$ cat config.mk
export PLATFORM = sky130hd
export DESIGN_NAME = score_bcd_serializer
export DESIGN_NICKNAME = d
export VERILOG_FILES = /design/src/rtl/sw_disp_pkg.sv /design/src/rtl/bcd_add3_digit.sv /design/src/rtl/score_bcd_serializer.sv
export SDC_FILE = /design/constraint.sdc
export NUM_CORES = 1
export LEC_CHECK = 0
export CAP_MARGIN = 20
export CORE_MARGIN = 4
export CORE_UTILIZATION = 41
export DETAILED_ROUTE_END_ITERATION = 16
export PLACE_DENSITY = 0.66
export SYNTH_ARGS = -nofsm -noshare
export SYNTH_HDL_FRONTEND = slang
export SYNTH_SLANG_ARGS = --single-unit
$ cat constraint.sdc
create_clock -name clk -period 1.81 [get_ports clk]
set_clock_uncertainty 0.05 [all_clocks]
set_input_delay 0.362 -clock clk [delete_from_list [all_inputs] [get_ports clk]]
set_output_delay 0.362 -clock clk [all_outputs]
set_load 0.1 [all_outputs]
$ cat src/rtl/sw_disp_pkg.sv
// Shared types and elaboration-time helpers for the seven-segment display path.
// No logic; constants only.
package sw_disp_pkg;

   typedef enum logic [1:0] {
      IDLE  = 2'd0,
      SHIFT = 2'd1,
      DONE  = 2'd2
   } state_t;

   localparam logic [3:0] BLANK_NIBBLE = 4'hF;

   // Saturates at all-ones rather than wrapping, so very large DIGITS still
   // yields a limit that no input can reach.
   function automatic logic [63:0] pow10(input int n);
      logic [63:0] r;
      r = 64'd1;
      for (int i = 0; i < n; i++) begin
         if (r > 64'd1844674407370955161) r = '1;
         else                             r = r * 64'd10;
      end
      return r;
   endfunction

   // True when an IN_W-bit input can reach 10^DIGITS.
   function automatic bit needs_ovf(input int in_w, input int digits);
      if (in_w >= 64) return 1'b1;
      return (64'd1 << in_w) > pow10(digits);
   endfunction

endpackage

$ cat src/rtl/bcd_add3_digit.sv
// Double-dabble digit correction: adds 3 to a BCD digit that is 5 or more.
// Purely combinational, no flow control.
module bcd_add3_digit (
   input  logic [3:0] digit,
   output logic [3:0] adjusted
);

   assign adjusted = (digit >= 4'd5) ? digit + 4'd3 : digit;

endmodule

$ cat src/rtl/score_bcd_serializer.sv
// Iterative binary-to-BCD converter, one double-dabble shift per cycle; o_valid IN_W+1 cycles after start.
// No backpressure: i_start is accepted only in IDLE, requests while busy are dropped.
module score_bcd_serializer
   import sw_disp_pkg::*;
#(
   parameter int IN_W   = 27,
   parameter int DIGITS = 8
) (
   input  logic                  clk,
   input  logic                  rst_n,
   input  logic [IN_W-1:0]       i_data,
   input  logic                  i_start,
   output logic                  o_busy,
   output logic                  o_valid,
   output logic [4*DIGITS-1:0]   o_seven,
   output logic                  o_overflow
);

   localparam int                BCD_W    = 4 * DIGITS;
   localparam int                CNT_W    = (IN_W > 1) ? $clog2(IN_W) : 1;
   localparam logic [CNT_W-1:0]  CNT_LAST = CNT_W'(IN_W - 1);
   localparam bit                HAS_OVF  = needs_ovf(IN_W, DIGITS);

   if (IN_W < 1 || DIGITS < 1) begin : g_bad_params
      $error("score_bcd_serializer: IN_W and DIGITS must both be at least 1");
   end

   state_t               state;
   state_t               state_nxt;
   logic [IN_W-1:0]      shift_reg;
   logic [BCD_W-1:0]     scratch;
   logic [BCD_W-1:0]     scratch_adj;
   logic [CNT_W-1:0]     cnt;
   logic                 ovf_pending;
   logic                 start_ovf;
   logic                 unused_top_carry;

   // Out-of-range detection; absent when the input width cannot reach 10^DIGITS.
   if (HAS_OVF) begin : g_ovf
      localparam logic [IN_W:0] LIMIT = (IN_W + 1)'(pow10(DIGITS));
      assign start_ovf = ({1'b0, i_data} >= LIMIT);
   end else begin : g_no_ovf
      assign start_ovf = 1'b0;
   end

   for (genvar d = 0; d < DIGITS; d++) begin : g_digit
      bcd_add3_digit u_add3 (
         .digit    (scratch[4*d +: 4]),
         .adjusted (scratch_adj[4*d +: 4])
      );
   end

   // The bit leaving the top digit only matters for inputs already flagged by ovf_pending.
   assign unused_top_carry = scratch_adj[BCD_W-1];

   always_ff @(posedge clk or negedge rst_n) begin
      if (!rst_n) state <= IDLE;
      else        state <= state_nxt;
   end

   always_comb begin
      state_nxt = state;
      case (state)
         IDLE:    if (i_start)       state_nxt = SHIFT;
         SHIFT:   if (cnt == '0)     state_nxt = DONE;
         DONE:                       state_nxt = IDLE;
         default:                    state_nxt = IDLE;
      endcase
   end

   always_ff @(posedge clk or negedge rst_n) begin
      if (!rst_n) begin
         shift_reg   <= '0;
         scratch     <= '0;
         cnt         <= '0;
         ovf_pending <= 1'b0;
      end else begin
         case (state)
            IDLE: begin
               if (i_start) begin
                  shift_reg   <= i_data;
                  scratch     <= '0;
                  cnt         <= CNT_LAST;
                  ovf_pending <= start_ovf;
               end
            end
            SHIFT: begin
               scratch   <= {scratch_adj[BCD_W-2:0], shift_reg[IN_W-1]};
               shift_reg <= shift_reg << 1;
               cnt       <= cnt - CNT_W'(1);
            end
            default: ;
         endcase
      end
   end

   always_ff @(posedge clk or negedge rst_n) begin
      if (!rst_n) begin
         o_valid    <= 1'b0;
         o_seven    <= '0;
         o_overflow <= 1'b0;
      end else begin
         o_valid <= (state == DONE);
         if (state == DONE) begin
            o_seven    <= ovf_pending ? {DIGITS{BLANK_NIBBLE}} : scratch;
            o_overflow <= ovf_pending;
         end
      end
   end

   assign o_busy = (state != IDLE);

endmodule

After elaboration in Yosys (flattened, before gate mapping):

Index checks and enable logic that the tools add are counted.

* register bits after elaboration: 101
* bits in latches: 0
* bits in writable memories: 0
* ROM bits: 0
* input bits: 30
* output and inout bits: 35
* memories kept: 0

* add/sub/neg operators: 9
* multiply operators: 0
* div/mod/pow operators: 0
* magnitude comparators: 9
* equal/unequal tests: 4
* shifts and indexed selects: 0
* muxes and demuxes: 18
* bitwise operators: 0
* reduce and logical (&&, ||, !) cells: 7

Operators with widths (count)
* 32-bit two-way mux: 2
* 32-bit case mux with 2 select lines: 1
* 27-bit case mux with 2 select lines: 1
* 4-bit by 3-bit greater-or-equal comparator with 1-bit output (second input constant): 8
* 4-bit by 2-bit adder with 4-bit output (second input constant): 7
* 4-bit two-way mux: 7
* 27-bit greater-or-equal comparator (second input constant): 1
* 27-bit two-way mux: 1
* 5-bit case mux with 2 select lines: 1
* 2-bit AND reduction: 3
* 5-bit logical NOT: 1
* 5-bit two-way mux: 1
* 5-bit by 1-bit subtractor with 5-bit output (second input constant): 1
* 2-bit two-way mux: 2
* 2-bit != test (second input constant): 2
* 2-bit case mux with 2 select lines: 1
* 2-bit nonzero test: 2
* 3-bit by 2-bit adder with 3-bit output (second input constant): 1
* 3-bit two-way mux: 1
* 2-bit by 1-bit equality test with 1-bit output (second input constant): 1
* 2-bit equality test (second input constant): 1
* 2-bit logical NOT: 1

Longest topological paths before layout:

* word-level depth: 3
* gate-level depth with buffers: 6
* depth with buffers taken out: 6

Cells and area by module:

Synthesis repeated with hierarchy kept, for this count alone.

* cells, all modules: 574
* area, all modules: 4952.2 µm²

By module, submodules not included
* score_bcd_serializer: instances 1, cells each 446, area each 4141.5 µm², seq. area each 2527.4 µm²
* bcd_add3_digit: instances 8, cells each 16, area each 101.3 µm², seq. area each 0.0 µm²

Worst setup path before layout:

No wires, ideal clock.

* path type: register -> register
* start point: register state[1]
* end point: register ovf_pending
* library setup time: 76 ps
* arrival: 1496 ps
* data required time: 1684 ps
* setup slack: 187 ps
* cell stages (with the launch flop): 5
* buffers on the path: 1
* clock period less this slack: 1623 ps
* cell sequence: dfrtp_1 or3b_1 clkbuf_1 or4_1 o21ai_1

* word-level cells in the longest chain between the ends: 2

RTL lines
* from (decl): line score_bcd_serializer.sv:28 `state_t state;`
* from (signal assigned): line score_bcd_serializer.sv:58 `else state <= state_nxt;`
* 2-bit logical NOT: line score_bcd_serializer.sv:78 `case (state)`
* 2-bit AND reduction (no line)
* to (signal assigned): line score_bcd_serializer.sv:84 `ovf_pending <= start_ovf;`
* to (decl): line score_bcd_serializer.sv:34 `logic ovf_pending;`

No other way between the ends.
A chain may end at the register's enable or synchronous reset.

Worst setup path in the final report:

* start point: register state[1]
* end point: output port o_busy

* word-level cells in the longest chain between the ends: 1

RTL lines
* 2-bit nonzero test: line score_bcd_serializer.sv:111 `assign o_busy = (state != IDLE);`
* to (decl): line score_bcd_serializer.sv:13 `output logic o_busy,`

No other way between the ends.

==> insert_results.sql <==
INSERT INTO impl_metrics (metric_group, metric, value, unit) VALUES
('clock_network', 'postCtsSetupBuffers', '0', ''),
('timing', 'final_slew_viol_count', '0', ''),
('min_path', 'holdCritPathClass', 'in2async', ''),
('setup_path', 'worst_endpoint_required_time', '1.40', 'ns'),
('floorplan', 'placementRows', '39', ''),
('synthesis', 'synth-edff-count', '0', ''),
('setup_path', 'longest_individual_stage_delay_on_the_worst_path', '0.38', 'ns'),
('final_layout', 'final_net_count', '633', ''),
('routing', 'drt-vias-per-instance', '5.123', ''),
('timing', 'fmax', '577.7', 'MHz'),
('setup_path', 'timing.rr.end', 'scratch[6]', ''),
('clock_network', 'cts_made_buffers', '9', ''),
('timing', 'setup_repair_after_global_routing_missed_its_margin', 'false', ''),
('status', 'run_status', 'complete, but fails checks', ''),
('pwr', 'vdd.ir_drop.worst', '0.0009790', 'V'),
('routing', 'drt_first_iter_violations', '197', ''),
('final_layout', 'insertedDiodeCount', '0', ''),
('floorplan', 'io_pins', '65', ''),
('pwr', 'power.static_leakage', '2.846', 'nW'),
('routing', 'avgRoutedWirePerCell', '13.41', 'um'),
('clock_network', 'clock-sinks', '101', ''),
('floorplan', 'die_width', '115.9', 'um'),
('timing', 'final.min_clock_period', '1.731', 'ns'),
('synthesis', 'yosysUniqueCellTypes', '31', ''),
('timing', 'whs', '-0.01267', 'ns'),
('synthesis', 'seq_area_frac_synth', '52.98', '%'),
('setup_path', 'end_kind', 'output pin', ''),
('place', 'buffer_ports.inserted', '64', ''),
('clock_network', 'cts.clk_slew.worst_paths', '0.07', 'ns'),
('final_layout', 'layout-area-overhead-vs-synth', '33.86', '%'),
('setup_path', 'worstPathArrival', '1.32', 'ns'),
('setup_path', 'critical_path.slowest_cell', 'sky130_fd_sc_hd__dfrtp_1', ''),
('clock_network', 'ctsRootBufferMaster', 'sky130_fd_sc_hd__clkbuf_16', ''),
('status', 'failed_checks', 'negative hold slack', ''),
('timing', 'report.final.setup_viol', '0', ''),
('place', 'dp.final_hpwl', '6684', 'um'),
('clock_network', 'tritoncts_clock_tree', 'built', ''),
('place', 'dp_worst_setup_slack', '-0.3101', 'ns'),
('synthesis', 'synth.area.top_cells', 'sky130_fd_sc_hd__dfrtp_1 53%, sky130_fd_sc_hd__nand2_1 7.4%, sky130_fd_sc_hd__o21ai_0 6.0%', ''),
('clock_network', 'insertion_delay', '0.35', 'ns'),
('setup_path', 'cp-start-kind', 'flop', ''),
('final_layout', 'finish.cell_count_without_fillers', '734', ''),
('setup_path', 'critical_path.reg2reg.startpoint', 'scratch[4]', ''),
('timing', 'relSlewSlack', '64.39', '%'),
('timing', 'final_hold_viol_count', '3', ''),
('synthesis', 'yosys_warns', '0', ''),
('setup_path', 'ff2ff_path_depth', '6', ''),
('grt', 'grt_max_degree', '102', ''),
('timing', 'final.period_utilization', '95.64', '%'),
('routing', 'totalWireLength', '9842', 'um'),
('clock_network', 'cts_hold_buffers', '0', ''),
('grt', 'grt_first_pass_wirelength', '17370', 'um'),
('pwr', 'power.density_cell_area', '1732', 'mW/mm^2'),
('floorplan', 'coreArea', '0.01142', 'sq mm'),
('job', 'max_cap_viol_count', '0', ''),
('routing', 'drc', '0', ''),
('setup_path', 'r2r_setup_slack', '0.16', 'ns'),
('place', 'gp_congestion', '0.8033', ''),
('floorplan', 'floorplan.die_area', '0.01343', 'sq mm'),
('synthesis', 'synthArstFlopShare', '100.0', '%'),
('synthesis', 'netlist.top_cell.by_area', 'sky130_fd_sc_hd__dfrtp_1', ''),
('clock_network', 'max-clock-path-buffers', '2', ''),
('synthesis', 'syn_inst', '523', ''),
('floorplan', 'dieHeight', '115.9', 'um'),
('final_layout', 'drive_above_1_share', '15.23', '%'),
('routing', 'dr_total_vias', '3760', ''),
('setup_path', 'worstPathMaxFanout', '5', ''),
('synthesis', 'synth_area_per_cell', '9.122', 'sq um'),
('grt', 'grt.total_usage', '16.04', '%'),
('place', 'placed_cells_incl_taps', '718', ''),
('synthesis', 'synth_flop_cell', 'sky130_fd_sc_hd__dfrtp_1', '');
## worst max-delay path by stage
stage / startpoint / to / slack, ns
2_1_floorplan: state[1] / ovf_pending / 0.19
3_3_place_gp: i_start / ovf_pending / -0.28
3_5_place_dp: i_start / ovf_pending / -0.31
4_1_cts: i_start / ovf_pending / 0.05
5_1_grt: scratch[16] / scratch[18] / 0.003
6_report: state[1] / o_busy / 0.08
## cell usage after synthesis (5+ instances only)
cell type                  instances
sky130_fd_sc_hd__inv_1            19
sky130_fd_sc_hd__nand2_1          94
sky130_fd_sc_hd__ha_1             17
sky130_fd_sc_hd__xor2_1            8
sky130_fd_sc_hd__a31oi_1          26
sky130_fd_sc_hd__a32o_1            8
sky130_fd_sc_hd__nand3_1          29
sky130_fd_sc_hd__dfrtp_1         101
sky130_fd_sc_hd__o31ai_1          16
sky130_fd_sc_hd__nor2_1           62
sky130_fd_sc_hd__a21oi_1          10
sky130_fd_sc_hd__mux2_2            8
sky130_fd_sc_hd__nand2b_1         10
sky130_fd_sc_hd__clkbuf_1         26
sky130_fd_sc_hd__o21ai_0          57
sky130_fd_sc_hd__xnor2_1           9
sky130_fd_sc_hd__buf_1             5
## placed cells by master, fill, tap and decap left out, types with 2 or more instances in the layout
cell and instances:
sky130_fd_sc_hd__dfrtp_1 101, sky130_fd_sc_hd__nand2_1 94, sky130_fd_sc_hd__nor2_1 62, sky130_fd_sc_hd__o21ai_0 57
sky130_fd_sc_hd__buf_12 39, sky130_fd_sc_hd__nand3_1 29, sky130_fd_sc_hd__clkdlybuf4s50_1 28, sky130_fd_sc_hd__a31oi_1 26
sky130_fd_sc_hd__inv_1 19, sky130_fd_sc_hd__buf_4 19, sky130_fd_sc_hd__ha_1 17, sky130_fd_sc_hd__o31ai_1 16
sky130_fd_sc_hd__xnor2_1 9, sky130_fd_sc_hd__clkbuf_16 9, sky130_fd_sc_hd__nand2b_1 8, sky130_fd_sc_hd__mux2_2 8
sky130_fd_sc_hd__xor2_1 8, sky130_fd_sc_hd__a32o_1 8, sky130_fd_sc_hd__a21oi_1 7, sky130_fd_sc_hd__a21oi_2 3
sky130_fd_sc_hd__nor3_1 2, sky130_fd_sc_hd__nand4_1 2, sky130_fd_sc_hd__clkinv_4 2, sky130_fd_sc_hd__bufinv_16 2
## power by group
group          switching (W)  internal (W)  total (W)
Clock               0.000859       0.00126    0.00212
Sequential          0.000708       0.00305    0.00376
Combinational        0.00295       0.00223    0.00518
## stage by stage
| stage | util, % | power (W) | instance area [sq um] | setup TNS [ns] | hold WS [ns] |
|---|---|---|---|---|---|
| after detailed placement | 52.87 | 0.008975 | 6037 | -12.40 | 0.4150 |
| after floorplan | - | 0.007243 | 4771 | 0 | 0.01641 |
| after global placement | 52.87 | 0.008740 | 6037 | -10.43 | 0.4014 |
| after global routing | 55.93 | 0.01195 | 6386 | 0 | 0.07924 |
| after CTS | 55.81 | 0.01113 | 6372 | 0 | 0.04419 |
| final | 55.93 | 0.01106 | 6386 | 0 | -0.01267 |
## critical path, delay by kind of cell, from the launching register on
kind	cells	cell delay [ns]
buffers and inverters	2	0.33
DFF	1	0.38
and+or+nand+nor	1	0.26
## routing by layer
| metal | part of all wire (%) | track usage, % | vias up |
|---|---|---|---|
| li1 | - | - | 1898 |
| met1 | 48 | 21.06 | 1781 |
| met2 | 47 | 26.51 | 72 |
| met3 | 4.2 | 3.499 | 9 |
| met4 | 1.1 | 5.336 | 0 |
| met5 | 0 | 0 | - |
## final cells by class
cell class / count / area [sq um]
fill: 1003 / 5032
clock buffer: 10 / 239.0
timing repair buffer: 86 / 1204
clock inverter: 6 / 93.84
sequential: 101 / 2527
inverter: 19 / 71.32
tap: 143 / 178.9
multi-input combinational: 369 / 2072
## logic make-up after synthesis
| family | count (synthesis) | synth area share (%) |
|---|---|---|
| AND/OR/NAND/NOR | 208 | 18.41 |
| XOR/XNOR | 17 | 3.121 |
| multiplexers | 8 | 1.888 |
| flip-flops | 101 | 52.98 |
| adder cells (fa/ha/maj) | 17 | 4.458 |
| AO/OA/AOI/OAI | 119 | 14.90 |
| buffers and inverters | 53 | 4.249 |
Power figures use the tool's default switching activity.
